===== config.mk =====
export PLATFORM = sky130hd
export DESIGN_NAME = processador_multiciclo_param
export DESIGN_NICKNAME = d
export VERILOG_FILES = /design/src/rtl/processador_multiciclo_param.sv
export SDC_FILE = /design/constraint.sdc
export NUM_CORES = 1
export LEC_CHECK = 0
export CAP_MARGIN = 25
export CORE_MARGIN = 2
export CORE_UTILIZATION = 55
export DETAILED_ROUTE_END_ITERATION = 10
export DONT_BUFFER_PORTS = 1
export PLACE_DENSITY = 0.7
export SLEW_MARGIN = 10
export SYNTH_ARGS = -nofsm -noshare
export SYNTH_HDL_FRONTEND = slang
export SYNTH_SLANG_ARGS = --single-unit
export TNS_END_PERCENT = 1

===== constraint.sdc =====
create_clock -name Clock -period 7.6 [get_ports Clock]
set_input_delay 0.76 -clock Clock [delete_from_list [all_inputs] [get_ports Clock]]
set_output_delay 0.76 -clock Clock [all_outputs]
set_load 0.05 [all_outputs]

===== src/rtl/processador_multiciclo_param.sv =====
// Parametrised multicycle processor core.
//
// Fetches one instruction word per instruction from DIN and executes it over a
// handful of FSM states. A memory handshake (MemReady) stretches the fetch,
// load/immediate read and store states. R[NREG-1] doubles as the program counter.
//
// Ports:
//   Clock      in   system clock, rising edge
//   Resetn     in   asynchronous reset, ACTIVE HIGH (1 = reset)
//   Run        in   start/continue enable, sampled only in StFetch
//   DIN        in   memory read data (instruction or operand)
//   MemReady   in   read data valid / write accepted this cycle
//   AddressOut out  registered memory address
//   DOUT       out  registered store data
//   Write      out  memory write strobe (whole of StWwait)
//   Done       out  high in the final cycle of each instruction
//   State      out  current FSM state encoding (debug)
//   PC         out  current R[NREG-1] (debug)
//
// DATA_W must be at least 4 + 2*REG_AW so the instruction field fits in DIN.
module processador_multiciclo_param #(
    parameter int unsigned DATA_W   = 16,
    parameter int unsigned REG_AW   = 3,
    parameter int unsigned RESET_PC = 0
) (
    input  logic              Clock,
    input  logic              Resetn,
    input  logic              Run,
    input  logic [DATA_W-1:0] DIN,
    input  logic              MemReady,
    output logic [DATA_W-1:0] AddressOut,
    output logic [DATA_W-1:0] DOUT,
    output logic              Write,
    output logic              Done,
    output logic [2:0]        State,
    output logic [DATA_W-1:0] PC
);

    localparam int unsigned NREG   = 2 ** REG_AW;
    localparam int unsigned IR_W   = 4 + 2 * REG_AW;
    localparam int unsigned SH_W   = $clog2(DATA_W);
    localparam int unsigned PC_IDX = NREG - 1;

    localparam logic [DATA_W-1:0] ResetPc = DATA_W'(RESET_PC);
    localparam logic [DATA_W-1:0] PcInc   = DATA_W'(1);

    localparam logic [3:0] OpLd   = 4'b0000;
    localparam logic [3:0] OpSt   = 4'b0001;
    localparam logic [3:0] OpMvnz = 4'b0010;
    localparam logic [3:0] OpMv   = 4'b0011;
    localparam logic [3:0] OpMvi  = 4'b0100;
    localparam logic [3:0] OpAdd  = 4'b0101;
    localparam logic [3:0] OpSub  = 4'b0110;
    localparam logic [3:0] OpOr   = 4'b0111;
    localparam logic [3:0] OpSlt  = 4'b1000;
    localparam logic [3:0] OpSll  = 4'b1001;
    localparam logic [3:0] OpSlr  = 4'b1010;

    typedef enum logic [2:0] {
        StFetch = 3'd0,
        StIwait = 3'd1,
        StEx1   = 3'd2,
        StEx2   = 3'd3,
        StEx3   = 3'd4,
        StRwait = 3'd5,
        StWwait = 3'd6
    } state_e;

    state_e              state_q, state_d;
    logic [DATA_W-1:0]   r_q [NREG];
    logic [DATA_W-1:0]   r_d [NREG];
    logic [IR_W-1:0]     ir_q, ir_d;
    logic [DATA_W-1:0]   a_q, a_d;
    logic [DATA_W-1:0]   g_q, g_d;
    logic [DATA_W-1:0]   addr_q, addr_d;
    logic [DATA_W-1:0]   dout_q, dout_d;

    logic [3:0]          op;
    logic [REG_AW-1:0]   rx;
    logic [REG_AW-1:0]   ry;
    logic [DATA_W-1:0]   b_val;
    logic [SH_W-1:0]     shamt;
    logic [DATA_W-1:0]   alu;

    assign op    = ir_q[IR_W-1 -: 4];
    assign rx    = ir_q[2*REG_AW-1 -: REG_AW];
    assign ry    = ir_q[REG_AW-1:0];
    assign b_val = r_q[ry];
    assign shamt = b_val[SH_W-1:0];

    always_comb begin
        alu = '0;
        case (op)
            OpAdd:   alu = a_q + b_val;
            OpSub:   alu = a_q - b_val;
            OpOr:    alu = a_q | b_val;
            OpSlt:   alu = {{(DATA_W-1){1'b0}}, ($signed(a_q) < $signed(b_val))};
            OpSll:   alu = a_q << shamt;
            OpSlr:   alu = a_q >> shamt;
            default: alu = '0;
        endcase
    end

    always_comb begin
        state_d = state_q;
        r_d     = r_q;
        ir_d    = ir_q;
        a_d     = a_q;
        g_d     = g_q;
        addr_d  = addr_q;
        dout_d  = dout_q;
        Write   = 1'b0;
        Done    = 1'b0;

        case (state_q)
            StFetch: begin
                if (Run) begin
                    addr_d         = r_q[PC_IDX];
                    r_d[PC_IDX]    = r_q[PC_IDX] + PcInc;
                    state_d        = StIwait;
                end
            end
            StIwait: begin
                if (MemReady) begin
                    ir_d    = DIN[IR_W-1:0];
                    state_d = StEx1;
                end
            end
            StEx1: begin
                case (op)
                    OpLd: begin
                        addr_d  = r_q[ry];
                        state_d = StRwait;
                    end
                    OpSt: begin
                        addr_d  = r_q[ry];
                        dout_d  = r_q[rx];
                        state_d = StWwait;
                    end
                    OpMv: begin
                        r_d[rx] = r_q[ry];
                        Done    = 1'b1;
                        state_d = StFetch;
                    end
                    OpMvnz: begin
                        if (g_q != '0) begin
                            r_d[rx] = r_q[ry];
                        end
                        Done    = 1'b1;
                        state_d = StFetch;
                    end
                    OpMvi: begin
                        // Immediate lives in the word after the instruction.
                        addr_d      = r_q[PC_IDX];
                        r_d[PC_IDX] = r_q[PC_IDX] + PcInc;
                        state_d     = StRwait;
                    end
                    OpAdd, OpSub, OpOr, OpSlt, OpSll, OpSlr: begin
                        a_d     = r_q[rx];
                        state_d = StEx2;
                    end
                    default: begin
                        // Undefined opcodes retire as a NOP.
                        Done    = 1'b1;
                        state_d = StFetch;
                    end
                endcase
            end
            StEx2: begin
                g_d     = alu;
                state_d = StEx3;
            end
            StEx3: begin
                r_d[rx] = g_q;
                Done    = 1'b1;
                state_d = StFetch;
            end
            StRwait: begin
                if (MemReady) begin
                    r_d[rx] = DIN;
                    Done    = 1'b1;
                    state_d = StFetch;
                end
            end
            StWwait: begin
                Write = 1'b1;
                if (MemReady) begin
                    Done    = 1'b1;
                    state_d = StFetch;
                end
            end
            default: state_d = StFetch;
        endcase
    end

    always_ff @(posedge Clock or posedge Resetn) begin
        if (Resetn) begin
            for (int unsigned i = 0; i < NREG; i++) begin
                r_q[i] <= (i == PC_IDX) ? ResetPc : '0;
            end
            state_q <= StFetch;
            ir_q    <= '0;
            a_q     <= '0;
            g_q     <= '0;
            addr_q  <= '0;
            dout_q  <= '0;
        end else begin
            r_q     <= r_d;
            state_q <= state_d;
            ir_q    <= ir_d;
            a_q     <= a_d;
            g_q     <= g_d;
            addr_q  <= addr_d;
            dout_q  <= dout_d;
        end
    end

    assign AddressOut = addr_q;
    assign DOUT       = dout_q;
    assign State      = state_q;
    assign PC         = r_q[PC_IDX];

endmodule


Word level (Yosys, flattened, before mapping)
Cells that the tools add are included.

Shift-type cells: 2. Add/sub/neg operators: 3. Equal/unequal tests: 24. Reductions and logical operators: 19. Bitwise operators: 3. Multiplexer cells: 31. $lt $le $gt $ge: 4.

Operators with widths (count): bitwise mux 128 bit (3); case mux 112 bit (3 select lines) (1); two-way mux 128 bit (2); case mux 112 bit (2 select lines) (1); two-way mux 16 bit (7); binary-select mux 16 bit (select 3 bit) (2); case mux 16 bit (6 select lines) (1); case mux 16 bit (2 select lines) (2); case mux 16 bit (4 select lines) (1); demux 16 bit (select 3 bit) (1); case mux 16 bit (3 select lines) (1); adder 16 x 1 -> 16 bit (second input constant) (1); adder 16 bit (1); == test 4 x 3 -> 1 bit (second input constant) (4); < comparator 16 bit (1); bitwise OR 16 bit (1); nonzero test 16 bit (1); << shifter 16 x 4 -> 16 bit (1); right shift 16 x 4 -> 16 bit (1); subtractor 16 bit (1); case mux 3 bit (5 select lines) (1); == test 4 bit (second input constant) (3); == test 3 bit (second input constant) (3); two-way mux 3 bit (3); 29 further kinds (42).

Logic and storage cells: 100. Bits in registers: 205. Output and inout bits: 53.

Depth between registers and ports, before layout
Word-level depth: 9. Gate-level depth with buffers: 17. Mapped depth without buffers: 14.

Least setup slack after synthesis
No wires, ideal clock.

Kind: register to register. From: reg ir_q[0]. To: reg g_q[0]. Period minus slack after synthesis: 3.846 ns. Slack: 3.754 ns. Arrival time: 3.706 ns. Setup time: 0.139 ns. Cell stages (with the launch flop): 16. Data required time: 7.461 ns. Buffers on the path: 4. Path through: dfrtp_1 -> buf_2 -> buf_6 -> buf_2 -> mux4_2 -> mux2i_1 -> ha_1 -> clkbuf_1 -> nor2b_1 -> or4_1 -> o221a_2 -> o21ai_1 -> a2111oi_0 -> or3_1 -> nand4_1 -> a41oi_2.

Longest elaborated chain between the ends: 6.

RTL lines: start, declared (line 72) `logic [IR_W-1:0] ir_q, ir_d;`; start signal, assigned (line 210) `ir_q <= ir_d;`; NOT 3 -> 4 bit (implied by the code) * (line 88) `assign b_val = r_q[ry];`; binary-select mux 16 bit (select 3 bit) * (line 88); two-way mux 16 bit (implied by the code) * (2 in a row) (line 88); subtractor 16 bit (tied with other cells) (line 95) `OpSub: alu = a_q - b_val;`; case mux 16 bit (6 select lines) * (line 93) `case (op)`; end signal, assigned (line 212) `g_q <= g_d;`; end, declared (line 74) `logic [DATA_W-1:0] g_q, g_d;`.

Mark *: on every way between the ends. The rest lies on a longest branch, timed or not. The select of a mux whose other input is x is not followed. A chain may end at the register's enable or synchronous reset.

Final worst setup path
Ends and elaborated chain as after synthesis.

==> metrics.md <==
| Metric | Value |
|---|---|
| Status | finished with violations |
| Failing checks | hold timing |
| Synthesis Warnings | 0 |
| Pre-CTS WS | 2930 ps |
| Worst endpoint required time | around 8000 ps |
| FF+latch area | 5130 sq um |
| GRT Resource Usage Total | a little over a third |
| Max Clk Rate | 210 MHz |
| Slowest cell delay on critical path | 880 ps |
| Slew margin rel. | around 18% |
| Peak VDD IR | around 0.00029 V |
| Synth Net Count | roughly 1500 |
| Starting density of the core | ~56% |
| Synth unique cells | 80 |
| Vias in the first global route | between 10000 and 15000 |
| Power Density | ~540 nW/um^2 |
| CTS tree | done |
| Synth area leader | dfrtp_1 |
| CTS Sinks | about 210 |
| Final worst slack | 2840 ps |
| Initial antenna violation count | 1 |
| Number of H-tree levels | 1 |
| Post-Route WL | approximately 50000 microns |
| Setup Viol. Count Final | 0 |
| PortBufs | 0 |
| RSZ-0062 raised after global routing | no |
| Die width | 165 microns |
| Mapped cell area | approximately 14000 sq um |
| Top cells by area, synth | dfrtp_1, mux2_2, mux4_2 |
| Synth Flop Type | dfrtp_1 |
| Final antenna-violating net count | 0 |
| Final Max Slew Viols | 0 |
| GPL Wtd Cong | 1.02 |
| Most frequent cells in the layout | dfrtp_1, nor2_1, mux2_2, a21oi_1, o21ai_0 |
| Commonest non-fill, non-tap cell in the layout | dfrtp_1 |
| Largest net degree at the start of global routing | around 140 |
| Cells along the critical path | buf_4 -> mux4_2 -> mux2i_1 -> ha_1 -> or4_1 -> o221a_2 -> o21ai_1 -> a2111oi_0 -> or3_1 -> nand4_1 -> a41oi_2 |
| Final Skew | about 14 ps |
| Post-synthesis sequential area ratio | 36.1% |
| CP max FO | 27 |
| Tightest Pin Transition | 1190 ps |
| CTS max path bufs | 3 |
| RR Startpoint | ir_q[0]$_DFFE_PP0P_ |
| # IOs | 73 |
| Core Region | between 20000 and 30000 sq um |
| Post-cts sizing count | 0 |
| First-pass GRT wire length | between 70000 and 80000 microns |
| Post-synth EDFFs | 0 |
| Fillcell total | between 2000 and 2500 |
| Critical path's slowest cell | mux2i_1 |
| Syn Inst Count | about 1500 |
| Crit path launch type | flop |
| DP Wirelength | between 30000 and 40000 microns |
| Share of the synthesized area in the top cell type | between 30% and 40% |
| CP Class | reg -> reg |
| Async SR Flop Fraction | 100% |
| Synth Register Bits | about 210 |
| DRT iter0 DRCs | around 2000 |
| Final hold violations | 1 |
| Placed insts | around 1700 |
| Post-route setup TNS | 0 ps |
| CTS Hold Bufs | 0 |
| Layout net count | 1492 |
| Area of the multi-input gates | ~8300 sq um |
| Routed vias | between 10000 and 15000 |
| Syn_area_per_cell | 9.68 sq um |
| Layout Cells excl Fill | 1763 |
| Drt via density | approximately 7.1 |
| Hold Crit Class | in -> async |
| Cell row count | between 50 and 60 |
| Reg clk slew, reported paths | roughly 60 ps |
| Critical path buffers and inverters | 1 |
| GRT Residual Overflow | 0 |
| DR pass1 iterations | 6 |
| Root buf cell | clkbuf_16 |
| Clock Latency Late Sink | ~540 ps |
| Tcrit/Tclk final | between 60% and 70% |
| Fraction of layout cells with a size suffix above 1 | approximately a fifth |
| CP startpoint | ir_q[0]$_DFFE_PP0P_ |
| Cts bufs inserted | 24 |
| Total setup buffers inserted after CTS | 0 |
| Routed WL per cell | 28.0 microns |
| Critical Path AT | between 5000 and 6000 ps |
| Post-route minimum period | about 4800 ps |
| CP top delay family | multiplexers |
| CP Capture Type | flop |
| Die Ht | approximately 160 microns |
| Max Cap Viol | 0 |
| Die area | roughly 27000 sq um |
| Area grow syn2layout | 7.42% |
| Hold_ws | -0.615 ps |
| DRC | 0 |
| Leakage | roughly 6.6 nW |
final timing paths:
check	end	cells after the start	slack, ps
worst max register to register	g_q[0]$_DFFE_PP0N_	11	2840
worst min register to register	flop	1	530
min in group Clock	State[0]$_DFFE_PP0P_	1	320
worst max-delay path	g_q[0]$_DFFE_PP0N_	11	2840
max in group asynchronous	async pin	3	5890
worst min-delay path	DOUT[3]$_DFFE_PP0P_	1	-0.6
per-layer routing:
layer	routed length, microns	vias up	global-route usage [%]
li1	-	5353	-
met1	19700	6112	51.4
met4	3010	2	18.5
met2	20100	887	50.7
met3	6440	173	9.67
met5	14	-	0
through the flow:
step | power, W | hold slack, ps | cell area [sq um] | utilization (%)
2_1_floorplan | 0.00549 | 476 | 14200 | -
3_3_place_gp | 0.00681 | 494 | 14300 | 56.7
3_5_place_dp | 0.00687 | 507 | 14400 | 56.9
4_1_cts | 0.00806 | 317 | 15200 | 60.1
5_1_grt | 0.00867 | 0.235 | 15300 | 60.5
6_report | 0.00828 | -0.615 | 15300 | 60.5
synthesized netlist by cell type (23+ instances only):
cell      number
a21oi_1      113
a22oi_1       58
buf_2         24
buf_4         23
clkbuf_1      63
dfrtp_1      205
ha_1          53
inv_1         49
mux2_2       117
mux2i_1       62
mux4_2        33
nand2_1       88
nor2_1       138
o21ai_0      102
worst reg2reg max path, stage by stage, from the launching register on:
cell and delay (ps):
dfrtp_2 490, buf_4 490, mux4_2 600, mux2i_1 880
ha_1 490, or4_1 520, o221a_2 280, o21ai_1 160
a2111oi_0 140, or3_1 360, nand4_1 120, a41oi_2 90
logic make-up (layout without fill, tap and decap cells):
family / after synthesis / in the layout / synth area share, %
adders and majority gates: 56 / 56 / 5.01
other: 0 / 1 / 0
AOI/OAI and AO/OA: 444 / 444 / 20.5
and+or+nand+nor: 357 / 357 / 11.8
DFF: 205 / 205 / 36.1
muxes: 224 / 224 / 20.2
xor gates and xnor gates: 9 / 9 / 0.554
buffers and inverters: 174 / 137 / 5.86
report_power, final:
| group | switching, W | internal [W] |
|---|---|---|
| clock | 0.000478 | 0.000697 |
| sequential | 0.000820 | 0.00149 |
| combinational | 0.00306 | 0.00174 |
area by class of cell:
type / count / share of cell area [%]
diodes: 1 / 0.0164
clock buffers: 33 / 4.48
clock inverters: 8 / 0.770
inverters: 52 / 1.33
multi-input cells: 1090 / 54.5
flip-flops and latches: 205 / 33.6
well taps: 330 / 2.70
repair buffers: 44 / 2.65
No activity file was read; power rests on OpenSTA's default activity.
